===== src/rtl/intblock_wb_stage_if.sv =====
// Bundle between the integer execution block, the writeback stage and the frontend:
// result/redirect inputs, registered writeback outputs and the flush handshake.
interface intblock_wb_stage_if #(
    parameter int PC_W   = 64,
    parameter int RID_W  = 7,
    parameter int PREG_W = 7,
    parameter int SQID_W = 5
);
    // Handshake: flush_valid/flush_robid/flush_target are offered while a redirect is
    // pending and stay stable until a replacement; a transfer happens in any cycle
    // where flush_valid and flush_ready are both high.
    logic              in_valid;
    logic              in_need_to_wb;
    logic [PREG_W-1:0] in_prd;
    logic [63:0]       in_result;
    logic [RID_W-1:0]  in_robid;
    logic [SQID_W-1:0] in_sqid;
    logic              in_redirect_valid;
    logic [PC_W-1:0]   in_redirect_target;
    logic              rob_flush;

    logic              wb_valid;
    logic              wb_need_to_wb;
    logic [PREG_W-1:0] wb_prd;
    logic [63:0]       wb_result;
    logic [RID_W-1:0]  wb_robid;
    logic [SQID_W-1:0] wb_sqid;

    logic              flush_valid;
    logic [RID_W-1:0]  flush_robid;
    logic [PC_W-1:0]   flush_target;
    logic              flush_ready;
    logic [31:0]       redirect_cnt;
    logic              dbg_pend;

    modport slave (
        input  in_valid, in_need_to_wb, in_prd, in_result, in_robid, in_sqid,
               in_redirect_valid, in_redirect_target, rob_flush, flush_ready,
        output wb_valid, wb_need_to_wb, wb_prd, wb_result, wb_robid, wb_sqid,
               flush_valid, flush_robid, flush_target, redirect_cnt, dbg_pend
    );

    modport master (
        output in_valid, in_need_to_wb, in_prd, in_result, in_robid, in_sqid,
               in_redirect_valid, in_redirect_target, rob_flush, flush_ready,
        input  wb_valid, wb_need_to_wb, wb_prd, wb_result, wb_robid, wb_sqid,
               flush_valid, flush_robid, flush_target, redirect_cnt, dbg_pend
    );
endinterface


===== src/rtl/intblock_wb_stage.sv =====
// Writeback register plus oldest-redirect holder: squashes results younger than the
// pending redirect and offers that redirect to the frontend until it is accepted.
module intblock_wb_stage #(
    parameter int PC_W   = 64,
    parameter int RID_W  = 7,
    parameter int PREG_W = 7,
    parameter int SQID_W = 5
) (
    input logic                  clock,
    input logic                  reset_n,
    intblock_wb_stage_if.slave   bus
);
    typedef enum logic {IDLE = 1'b0, PEND = 1'b1} state_t;

    state_t           state, state_nxt;
    logic [RID_W-1:0] red_robid;
    logic [PC_W-1:0]  red_target;
    logic             kill_in, accept_in, handshake, replace;
    logic             load_red, cnt_inc;

    // The MSB is a wrap bit: differing wrap bits invert the plain magnitude compare.
    function automatic logic older(input logic [RID_W-1:0] a, input logic [RID_W-1:0] b);
        return (a[RID_W-1] ^ b[RID_W-1]) ^ (a[RID_W-2:0] < b[RID_W-2:0]);
    endfunction

    assign kill_in   = bus.in_valid && (state == PEND) && older(red_robid, bus.in_robid);
    assign accept_in = bus.in_valid && bus.in_redirect_valid && !kill_in && !bus.rob_flush;
    assign handshake = (state == PEND) && bus.flush_ready;
    assign replace   = (state == PEND) && accept_in && older(bus.in_robid, red_robid);

    always_comb begin
        state_nxt = state;
        load_red  = 1'b0;
        cnt_inc   = 1'b0;
        if (bus.rob_flush) begin
            state_nxt = IDLE;
        end else begin
            case (state)
                IDLE: begin
                    if (accept_in) begin
                        load_red  = 1'b1;
                        state_nxt = PEND;
                    end
                end
                PEND: begin
                    // A replacement keeps us pending even if the old redirect was taken.
                    if (handshake) cnt_inc = 1'b1;
                    if (replace) begin
                        load_red = 1'b1;
                    end else if (handshake) begin
                        state_nxt = IDLE;
                    end
                end
                default: state_nxt = IDLE;
            endcase
        end
    end

    always_ff @(posedge clock or negedge reset_n) begin
        if (!reset_n) begin
            state            <= IDLE;
            red_robid        <= '0;
            red_target       <= '0;
            bus.redirect_cnt <= '0;
        end else begin
            state <= state_nxt;
            if (load_red) begin
                red_robid  <= bus.in_robid;
                red_target <= bus.in_redirect_target;
            end
            if (cnt_inc) bus.redirect_cnt <= bus.redirect_cnt + 32'd1;
        end
    end

    always_ff @(posedge clock or negedge reset_n) begin
        if (!reset_n) begin
            bus.wb_valid      <= 1'b0;
            bus.wb_need_to_wb <= 1'b0;
            bus.wb_prd        <= '0;
            bus.wb_result     <= '0;
            bus.wb_robid      <= '0;
            bus.wb_sqid       <= '0;
        end else begin
            bus.wb_valid      <= bus.in_valid && !kill_in && !bus.rob_flush;
            bus.wb_need_to_wb <= bus.in_need_to_wb;
            bus.wb_prd        <= bus.in_prd;
            bus.wb_result     <= bus.in_result;
            bus.wb_robid      <= bus.in_robid;
            bus.wb_sqid       <= bus.in_sqid;
        end
    end

    assign bus.flush_valid  = (state == PEND);
    assign bus.flush_robid  = red_robid;
    assign bus.flush_target = red_target;
    assign bus.dbg_pend     = (state == PEND);
endmodule


===== src/flat_wrapper.sv =====
// flat-port wrapper written by rule: the top's interface ports become plain ports
module intblock_wb_stage_flat 
#(
    parameter int PC_W   = 64,
    parameter int RID_W  = 7,
    parameter int PREG_W = 7,
    parameter int SQID_W = 5
)
  (clock, reset_n, bus_in_valid, bus_in_need_to_wb, bus_in_prd, bus_in_result, bus_in_robid, bus_in_sqid, bus_in_redirect_valid, bus_in_redirect_target, bus_rob_flush, bus_flush_ready, bus_wb_valid, bus_wb_need_to_wb, bus_wb_prd, bus_wb_result, bus_wb_robid, bus_wb_sqid, bus_flush_valid, bus_flush_robid, bus_flush_target, bus_redirect_cnt, bus_dbg_pend);
  intblock_wb_stage_if #(.PC_W(PC_W), .RID_W(RID_W), .PREG_W(PREG_W), .SQID_W(SQID_W)) bus_i ();
  input logic clock;
  input logic reset_n;
  input wire logic [$bits(bus_i.in_valid)-1:0] bus_in_valid;
  input wire logic [$bits(bus_i.in_need_to_wb)-1:0] bus_in_need_to_wb;
  input wire logic [$bits(bus_i.in_prd)-1:0] bus_in_prd;
  input wire logic [$bits(bus_i.in_result)-1:0] bus_in_result;
  input wire logic [$bits(bus_i.in_robid)-1:0] bus_in_robid;
  input wire logic [$bits(bus_i.in_sqid)-1:0] bus_in_sqid;
  input wire logic [$bits(bus_i.in_redirect_valid)-1:0] bus_in_redirect_valid;
  input wire logic [$bits(bus_i.in_redirect_target)-1:0] bus_in_redirect_target;
  input wire logic [$bits(bus_i.rob_flush)-1:0] bus_rob_flush;
  input wire logic [$bits(bus_i.flush_ready)-1:0] bus_flush_ready;
  output wire logic [$bits(bus_i.wb_valid)-1:0] bus_wb_valid;
  output wire logic [$bits(bus_i.wb_need_to_wb)-1:0] bus_wb_need_to_wb;
  output wire logic [$bits(bus_i.wb_prd)-1:0] bus_wb_prd;
  output wire logic [$bits(bus_i.wb_result)-1:0] bus_wb_result;
  output wire logic [$bits(bus_i.wb_robid)-1:0] bus_wb_robid;
  output wire logic [$bits(bus_i.wb_sqid)-1:0] bus_wb_sqid;
  output wire logic [$bits(bus_i.flush_valid)-1:0] bus_flush_valid;
  output wire logic [$bits(bus_i.flush_robid)-1:0] bus_flush_robid;
  output wire logic [$bits(bus_i.flush_target)-1:0] bus_flush_target;
  output wire logic [$bits(bus_i.redirect_cnt)-1:0] bus_redirect_cnt;
  output wire logic [$bits(bus_i.dbg_pend)-1:0] bus_dbg_pend;
  assign bus_i.in_valid = bus_in_valid;
  assign bus_i.in_need_to_wb = bus_in_need_to_wb;
  assign bus_i.in_prd = bus_in_prd;
  assign bus_i.in_result = bus_in_result;
  assign bus_i.in_robid = bus_in_robid;
  assign bus_i.in_sqid = bus_in_sqid;
  assign bus_i.in_redirect_valid = bus_in_redirect_valid;
  assign bus_i.in_redirect_target = bus_in_redirect_target;
  assign bus_i.rob_flush = bus_rob_flush;
  assign bus_i.flush_ready = bus_flush_ready;
  assign bus_wb_valid = bus_i.wb_valid;
  assign bus_wb_need_to_wb = bus_i.wb_need_to_wb;
  assign bus_wb_prd = bus_i.wb_prd;
  assign bus_wb_result = bus_i.wb_result;
  assign bus_wb_robid = bus_i.wb_robid;
  assign bus_wb_sqid = bus_i.wb_sqid;
  assign bus_flush_valid = bus_i.flush_valid;
  assign bus_flush_robid = bus_i.flush_robid;
  assign bus_flush_target = bus_i.flush_target;
  assign bus_redirect_cnt = bus_i.redirect_cnt;
  assign bus_dbg_pend = bus_i.dbg_pend;
  intblock_wb_stage #(.PC_W(PC_W), .RID_W(RID_W), .PREG_W(PREG_W), .SQID_W(SQID_W)) u_core (.clock(clock), .reset_n(reset_n), .bus(bus_i));
endmodule

===== config.mk =====
export PLATFORM = sky130hd
export DESIGN_NAME = intblock_wb_stage_flat
export DESIGN_NICKNAME = d
export VERILOG_FILES = /design/src/rtl/intblock_wb_stage_if.sv /design/src/rtl/intblock_wb_stage.sv /design/src/flat_wrapper.sv
export SDC_FILE = /design/constraint.sdc
export NUM_CORES = 1
export LEC_CHECK = 0
export CAP_MARGIN = 20
export CORE_MARGIN = 4
export CORE_UTILIZATION = 39
export CTS_CLUSTER_SIZE = 14
export DETAILED_ROUTE_END_ITERATION = 6
export MAX_ROUTING_LAYER = met4
export PLACE_DENSITY_LB_ADDON = 0.1
export SETUP_SLACK_MARGIN = 0.02
export SLEW_MARGIN = 20
export SYNTH_ARGS = -nofsm -noshare
export SYNTH_HDL_FRONTEND = slang
export SYNTH_SLANG_ARGS = --single-unit

===== constraint.sdc =====
create_clock -name clock -period 2.5 [get_ports clock]
set_input_delay 0.5 -clock clock [delete_from_list [all_inputs] [get_ports clock]]
set_output_delay 0.5 -clock clock [all_outputs]
set_load 0.01 [all_outputs]

==> flow_summary_export.csv <==
group,metric,value,unit
floorplanning,dieArea,18700,um2
worst_setup_path,crit_fanout,14,
floorplanning,initial_core_util,0.403,
sta,fmax,421,MHz
synth,synth_nets,548,
floorplanning,die_y,137,um
grt,grt_pass1_wl,28800,um
synth,yosysWarnings,0,
placed_design,dp_cells,958,
synth,synth_cell_types,32,
worst_setup_path,crit_start,"bus_in_robid[3]",
synth,synth_top_area_frac,0.731,
grt,grt_max_degree,60,
drt,ant_nets,0,
drt,via_per_inst,4.56,
synth,post-synth-top-count-cell,"dfrtp_1",
drt,dr.pass1.iters,4,
drt,vias,4512,
drt,wl_met3,1730,um
sta,finalHoldWorstSlack,0.0707,ns
clocking,post_cts_buffers,0,
synth,yosys-top-cells-area,"dfrtp_1, mux2_1, xnor2_1, ha_1, nand3_1",
worst_setup_path,path_buf_inv,3,
sta,setup_violations,0,
grt,grt_overflow,0,
clocking,clkLatencyLatePin,0.43,ns
worst_setup_path,crit_chain,"clkdlybuf4s50_1 > ha_1 > and4_4 > o21ai_1 > a311oi_1 > nand3b_1 > buf_12 > buf_12 > mux2_1",
placed_design,gp_congestion,0.780,
placed_design,hpwl,15100,um
power,ir_drop,0.000465,V
status,status,"completed",
drt,drc,0,
synth,async_flop_share,1.00,
clocking,cts_sinks,189,
clocking,clk_path_buf_depth,2,
drt,route.layer.met1.wl,7140,um
clocking,numCtsBuffers,17,
drt,drtIter0Drc,186,
floorplanning,core_area,16100,um2
sta,tns,0,ns
power,cellPowerDensity,765,nW/um2
final_layout,nets,922,
worst_setup_path,slowest_delay,0.46,ns
sta,min_period,2.38,ns
final_layout,stdcell_count,989,
synth,syn_area,6470,um2
worst_setup_path,cp.arrival,2.68,ns
worst_setup_path,path_class,"in -> reg",
worst_setup_path,crit_slowest_cell,"clkdlybuf4s50_1",
synth,yosys.area.top_type,"dfrtp_1",
hold_path,min_path_type,"in -> async",
worst_setup_path,start_kind,"input port",
synth,synth_area_per_cell,16.7,um2
sta,grt_setup_unrepaired,"no",
final_layout,drive_above_1_share,0.0815,
worst_setup_path,path_common_cell,"buf_12",
drt,wl_per_cell,19.3,um
floorplanning,ios,344,
clocking,cts-htree-levels,4,
worst_setup_path,path_delay_family,"buffers and inverters",
worst_setup_path,critPathRequiredTime,2.80,ns
worst_setup_path,end_kind,"flip-flop",
power,power.total,8410,uW
final_layout,diodes,0,
grt,antenna_found_initial,0,
grt,grt_usage,0.214,
synth,yosys-top-cells-count,"dfrtp_1, mux2_1, xnor2_1",
sta,max_slew_margin,0.656,
synth,seq_area_frac_synth,0.731,
grt,grt_pass1_vias,5090,
synth,synth_edf_count,0,
sta,worst_slew_pin_slew,0.516,ns
run,maxCapViolations,0,
power,leakagePower,0.00475,uW
floorplanning,rows,46,
sta,finalCritPeriodShare,0.951,
sta,hold_violations,0,
synth,ys_ff_latch,189,
floorplanning,fp.dieW,137,um
clocking,cts_tree,"yes",
final_layout,synthToLayoutAreaGrowth,69.8,%
drt,wl_met2,9830,um
synth,synth_flop_cell,"dfrtp_1",
sta,finalClockSkew,0.0160,ns
clocking,cts_root_buf,"clkbuf_16",
final_layout,fin_util,0.684,
synth,syn_inst,387,
drt,routed_wl,19100,um
clocking,clkTransAtPathRegs,0.06,ns
drt,route.top_layer_used,"met4",
placed_design,portBuffers,343,
worst_setup_path,reg2reg_from,"u_core.bus.flush_robid[3]",
sta,drv_slew,0,
## layout make-up
type / count / area [um2]
timing repair buffer: 365 / 3690
multi-input combinational: 180 / 1640
clock buffer: 18 / 439
sequential: 189 / 4730
tap: 216 / 270
fill: 1139 / 5070
inverter: 8 / 30.0
clock inverter: 13 / 188
## per-layer routing
metal | vias up | track usage
met4 | 0 | 0.0698
met5 | - | -
met2 | 195 | 0.356
met3 | 25 | 0.0765
li1 | 2076 | -
met1 | 2216 | 0.242
## flip-flops by register name, indices dropped and copies added, names as in the netlist
signal                    cells
u_core.bus.wb_valid           1
u_core.bus.wb_sqid            5
u_core.bus.flush_robid        7
u_core.bus.redirect_cnt      32
u_core.bus.dbg_pend           1
u_core.bus.wb_need_to_wb      1
u_core.bus.flush_target      64
u_core.bus.wb_robid           7
u_core.bus.wb_result         64
u_core.bus.wb_prd             7
## worst reg2reg max path: stages (launching register included)
cell	delay (ns)
dfrtp_1	0.39
inv_1	0.06
ha_1	0.30
and4_4	0.24
o21ai_1	0.10
a311oi_1	0.20
nand3b_1	0.20
buf_12	0.17
buf_12	0.16
mux2_1	0.33
## kinds of logic (layout without fill, tap and decap cells)
kind of cell | after synthesis | count (layout) | synth area share
buffers and inverters | 18 | 404 | 0.0155
and+or+nand+nor | 58 | 58 | 0.0605
AOI/OAI and AO/OA | 10 | 10 | 0.00967
adders and majority gates | 7 | 7 | 0.0135
muxes | 72 | 72 | 0.125
DFF | 189 | 189 | 0.731
xor gates and xnor gates | 33 | 33 | 0.0447
## timing repair
item,in CTS,in global routing
setup endpoints to repair,0,23
hold buffers,0,0
resized for setup,0,1
## report_power, final
part           switching (uW)  internal (uW)  leakage (uW)
clock network            1160           1700      0.000299
registers                 227           3460       0.00229
logic                     711           1150       0.00216
total                    2100           6310       0.00475
## path summary, 6_finish.rpt
check / to / slack, ns / cells past startpoint
worst min-delay path: u_core.bus.flush_target[33] / 0.07 / 1
worst max-delay path: u_core.bus.flush_target[24] / 0.12 / 9
worst min register to register: u_core.bus.redirect_cnt[31] / 0.47 / 1
max in group asynchronous: u_core.bus.redirect_cnt[20] / 1.79 / 2
worst max register to register: u_core.bus.flush_target[24] / 0.23 / 9
min in group clock: u_core.bus.redirect_cnt[31] / 0.47 / 1
## stage by stage
stage / setup WS (ns) / area, um2
6_report: 0.123 / 11000
5_1_grt: 0.00885 / 11000
4_1_cts: 0.129 / 11000
3_5_place_dp: -0.326 / 10400
3_3_place_gp: -0.304 / 10400
2_1_floorplan: 0.329 / 6470
## placed cells by master, fill, tap and decap left out, types with 7 or more instances in the layout
| master | Yosys | layout |
|---|---|---|
| dfrtp_1 | 189 | 189 |
| nand3_1 | 12 | 12 |
| inv_1 | 8 | 8 |
| ha_1 | 7 | 7 |
| xnor2_1 | 28 | 28 |
| buf_4 | 8 | 15 |
| mux2_1 | 70 | 70 |
| clkdlybuf4s50_1 | 0 | 342 |
| clkbuf_16 | 0 | 17 |
| nand2_1 | 11 | 11 |
| nand4_1 | 7 | 7 |
| buf_12 | 0 | 7 |
Power figures use the tool's default switching activity.
